===== src/rtl/expr_harness_pkg.sv =====
// Shared types and constants for the vloghammer expression harness.
// fold90 is also used by the upstream stimulus generator's self-check.
package expr_harness_pkg;

   localparam int EXPR_Y_W   = 90;
   localparam int EXPR_SIG_W = 32;
   localparam int EXPR_CNT_W = 16;

   localparam logic [EXPR_SIG_W-1:0] EXPR_POLY = 32'h04C11DB7;
   localparam logic [EXPR_SIG_W-1:0] EXPR_SEED = 32'hFFFFFFFF;

   typedef enum logic [1:0] {
      ST_IDLE = 2'd0,
      ST_RUN  = 2'd1,
      ST_DONE = 2'd2
   } cmp_state_e;

   function automatic logic [EXPR_SIG_W-1:0] fold90(input logic [EXPR_Y_W-1:0] y);
      return y[31:0] ^ y[63:32] ^ {6'b000000, y[89:64]};
   endfunction

endpackage


===== src/rtl/expr_misr_step.sv =====
// One MISR step: shift with polynomial feedback, then XOR in the folded result vector.
module expr_misr_step
   import expr_harness_pkg::*;
#(
   parameter logic [EXPR_SIG_W-1:0] POLY = EXPR_POLY
) (
   input  logic [EXPR_SIG_W-1:0] sig_i,
   input  logic [EXPR_Y_W-1:0]   y_i,
   output logic [EXPR_SIG_W-1:0] sig_o
);

   logic [EXPR_SIG_W-1:0] feedback_s;

   // Next signature from current signature and result vector.
   always_comb begin
      if (sig_i[EXPR_SIG_W-1]) begin
         feedback_s = POLY;
      end else begin
         feedback_s = {EXPR_SIG_W{1'b0}};
      end
      sig_o = {sig_i[EXPR_SIG_W-2:0], 1'b0} ^ feedback_s ^ fold90(y_i);
   end

endmodule


===== src/rtl/expr_sig_compactor.sv =====
// Folds a programmed number of 90-bit expression results into a 32-bit MISR
// signature and compares it against a golden value at the end of the run.
module expr_sig_compactor
   import expr_harness_pkg::*;
#(
   parameter int                    Y_W   = EXPR_Y_W,
   parameter int                    SIG_W = EXPR_SIG_W,
   parameter int                    CNT_W = EXPR_CNT_W,
   parameter logic [EXPR_SIG_W-1:0] POLY  = EXPR_POLY,
   parameter logic [EXPR_SIG_W-1:0] SEED  = EXPR_SEED
) (
   input  logic             clk,
   input  logic             reset,
   input  logic             start,
   input  logic [CNT_W-1:0] num_vec,
   input  logic [SIG_W-1:0] golden,
   input  logic             in_valid,
   input  logic [Y_W-1:0]   in_y,
   output logic             in_ready,
   output logic             busy,
   output logic             done,
   output logic [CNT_W-1:0] vec_count,
   output logic [SIG_W-1:0] signature,
   output logic             match
);

   cmp_state_e       state_q, state_d;
   logic [SIG_W-1:0] sig_q, sig_d;
   logic [CNT_W-1:0] cnt_q, cnt_d;
   logic [CNT_W-1:0] num_q, num_d;
   logic [SIG_W-1:0] gold_q, gold_d;
   logic [SIG_W-1:0] sig_step_s;
   logic [CNT_W-1:0] cnt_inc_s;

   expr_misr_step #(
      .POLY (POLY)
   ) u_step (
      .sig_i (sig_q),
      .y_i   (in_y),
      .sig_o (sig_step_s)
   );

   assign cnt_inc_s = cnt_q + CNT_W'(1);

   // Next-state decode; the final transfer and the move to DONE share one edge.
   always_comb begin
      state_d = state_q;
      sig_d   = sig_q;
      cnt_d   = cnt_q;
      num_d   = num_q;
      gold_d  = gold_q;
      case (state_q)
         ST_IDLE, ST_DONE: begin
            if (start) begin
               sig_d  = SEED;
               cnt_d  = {CNT_W{1'b0}};
               num_d  = num_vec;
               gold_d = golden;
               if (num_vec == {CNT_W{1'b0}}) begin
                  state_d = ST_DONE;
               end else begin
                  state_d = ST_RUN;
               end
            end else begin
               state_d = state_q;
            end
         end
         ST_RUN: begin
            if (in_valid) begin
               sig_d = sig_step_s;
               cnt_d = cnt_inc_s;
               if (cnt_inc_s == num_q) begin
                  state_d = ST_DONE;
               end else begin
                  state_d = ST_RUN;
               end
            end else begin
               state_d = ST_RUN;
            end
         end
         default: begin
            state_d = ST_IDLE;
         end
      endcase
   end

   // State and run registers.
   always_ff @(posedge clk or posedge reset) begin
      if (reset) begin
         state_q <= ST_IDLE;
         sig_q   <= SEED;
         cnt_q   <= {CNT_W{1'b0}};
         num_q   <= {CNT_W{1'b0}};
         gold_q  <= {SIG_W{1'b0}};
      end else begin
         state_q <= state_d;
         sig_q   <= sig_d;
         cnt_q   <= cnt_d;
         num_q   <= num_d;
         gold_q  <= gold_d;
      end
   end

   assign in_ready  = (state_q == ST_RUN);
   assign busy      = (state_q == ST_RUN);
   assign done      = (state_q == ST_DONE);
   assign vec_count = cnt_q;
   assign signature = sig_q;
   assign match     = done && (sig_q == gold_q);

endmodule


===== config.mk =====
export PLATFORM = sky130hd
export DESIGN_NAME = expr_sig_compactor
export DESIGN_NICKNAME = d
export VERILOG_FILES = /design/src/rtl/expr_harness_pkg.sv /design/src/rtl/expr_misr_step.sv /design/src/rtl/expr_sig_compactor.sv
export SDC_FILE = /design/constraint.sdc
export NUM_CORES = 1
export LEC_CHECK = 0
export BUFFER_PORTS_ARGS = -buffer_cell sky130_fd_sc_hd__buf_4
export CORE_ASPECT_RATIO = 0.9
export CORE_UTILIZATION = 51
export DETAILED_ROUTE_END_ITERATION = 10
export PLACE_DENSITY = 0.85
export SYNTH_ARGS = -nofsm -noshare
export SYNTH_HDL_FRONTEND = slang
export SYNTH_SLANG_ARGS = --single-unit

===== constraint.sdc =====
create_clock -name clk -period 4 [get_ports clk]
set_input_delay 0.8 -clock clk [delete_from_list [all_inputs] [get_ports clk]]
set_output_delay 0.8 -clock clk [all_outputs]
set_load 0.02 [all_outputs]

==> reports/metrics.csv <==
metric,value,unit
status,"finished, final reports clean",
wl_per_cell,16.9,um
synth-main-ff-cell,dfrtp_1,
cp-start-kind,register,
cp-end-kind,output port,
fmax,329,MHz
route.met2.wl,8290,um
synth.largest_area_cell,dfrtp_1,
hold_ws,503,ps
synth_warnings,0,
antenna_found_initial,0,
area_growth,32.7,%
synth_top_area_share,0.290,
grt_pass1_vias,5315,
setup_tns,0,ps
final_area,7560,um2
drtIter0Drc,281,
cts_max_path_buffers,2,
start_util,0.525,
whs_path_depth,2,
grt_max_degree,81,
hold_violations,0,
mostFrequentLayoutCell,buf_4,
ant_nets,0,
placed_area,7230,um2
antenna_cells,0,
power_leakage,3.41,nW
yosysSeqAreaShare,0.438,
synth-edff-count,0,
drc,0,
cts_setup_buffers,0,
synth_nets,778,
fin_crit_sh,0.760,
cts_tree,built,
cap_violations,0,
nNetsFinal,952,
ys_ff_latch,98,
cp.arrival,2240,ps
hold_path_class,register to register,
skew,8.16,ps
setup_viol,0,
worst_pin_slew,1070,ps
syn_avg_cell_area,8.97,um2
portBuffers,193,
io_pins,194,
hpwlAfterDp,11800,um
final_util,0.696,
ys_types,41,
syn_inst,635,
rr_worst_depth,7,
cts_root_buf,clkbuf_16,
m1WireLength,6250,um
grt.overflow.total,0,
die_x,113,um
numCtsBuffers,9,
netlist_area,5690,um2
routed_wl,16300,um
cts.reportedPaths.clkPinSlew,70,ps
netlist_top_cells_area,"dfrtp_1 (29%), xnor2_1 (20%), dfstp_2 (15%), nand2_1 (10%), o21ai_0 (6.7%)",
ys_async_sr_fraction,1.00,
cts-hold-fix-buffers,0,
rows,36,
crit_type,register to output port,
rsz0062_at_grt,no,
drt-pass1-iter-count,5,
vias,5277,
irDropWorstVdd,0.000345,V
grt_pass1_wl,25900,um
vias_per_cell,5.46,
numClockSinks,98,
layout_common_cells,"buf_4 (196), nand2_1 (154), xnor2_1 (129)",
fin_crit,3040,ps
gp_congestion,0.923,
drive_gt1_frac,0.308,
cts_resized,0,
critPathRequiredTime,3200,ps
slew_headroom,0.281,
wl_met3,1240,um
pre_cts_ws,1320,ps
insertion_delay,350,ps
fp.dieArea,11600,um2
drv_slew,0,
setup_ws,961,ps
top_layer_used,met4,
die_y,102,um
core_region_area,10900,um2
grt_use_total,0.291,
crit_fanout,4,
h-tree-depth,3,
power_density,727,nW/um2
[cell type report]
cell class | instances | area [um2]
sequential | 98 | 2490
tap | 152 | 190
multi-input combinational | 501 | 3060
clock inverter | 5 | 86.3
inverter | 3 | 13.8
fill | 819 | 3300
timing repair buffer | 196 | 1470
clock buffer | 11 | 243
[Yosys cell counts (4+ instances only)]
cell	n
nor3_1	8
a21oi_1	6
dfrtp_1	66
dfstp_2	32
o31ai_1	6
o41ai_1	4
nand3_1	14
nand2_1	156
nor4_1	11
nor2_1	16
clkbuf_1	26
o21ai_0	76
and3_1	8
xnor2_1	129
xor2_1	27
buf_2	4
nand4_1	14
[state kept, by name, summed over array words and instances, names as in the netlist]
| signal | count |
|---|---|
| gold_q | 32 |
| state_q | 2 |
| num_q | 16 |
| signature | 32 |
| vec_count | 16 |
[path summary, 6_finish.rpt]
check	from	to	slack [ps]
worst max-delay path	signature[24]$_DFFE_PP1P_	match	960
worst min-delay path	gold_q[5]$_DFFE_PP0P_	gold_q[5]$_DFFE_PP0P_	500
worst max register to register	vec_count[0]$_DFFE_PP0P_	state_q[0]$_DFFE_PP0P_	1280
worst min register to register	gold_q[5]$_DFFE_PP0P_	gold_q[5]$_DFFE_PP0P_	500
max in group asynchronous	reset	signature[6]$_DFFE_PP1P_	2450
min in group asynchronous	reset	num_q[0]$_DFFE_PP0P_	680
[report_power, final]
| part | total, mW | internal [mW] | switching, mW |
|---|---|---|---|
| Clock | 0.955 | 0.570 | 0.385 |
| Sequential | 2.05 | 1.54 | 0.509 |
| Combinational | 2.49 | 1.17 | 1.32 |
[routing by layer]
layer / vias to the layer above / track usage
met3: 45 / 0.0676
met2: 256 / 0.510
li1: 2456 / -
met1: 2520 / 0.345
met4: 0 / 0.133
met5: - / 0
[logic make-up (layout without fill, tap and decap cells)]
group | Yosys count | count (layout) | share of synthesized area
AND/OR/NAND/NOR | 244 | 244 | 0.192
adder cells (fa/ha/maj) | 1 | 1 | 0.00220
flip-flops | 98 | 98 | 0.438
XOR/XNOR | 156 | 156 | 0.240
buffers and inverters | 36 | 215 | 0.0272
AO/OA/AOI/OAI | 100 | 100 | 0.101
[critical path, stage by stage (launching register included)]
cell	delay, ps
dfstp_2	570
xnor2_1	190
nand4_1	180
nor4_1	270
nand4_1	150
nor4_1	330
buf_4	200
[per-stage QoR]
step                total power [mW]  cells
finish                          5.50    966
global route                    5.83    966
CTS                             5.50    966
detailed placement              4.52    950
global placement                4.42    950
floorplan                       3.65    635
Power figures use the tool's default switching activity.
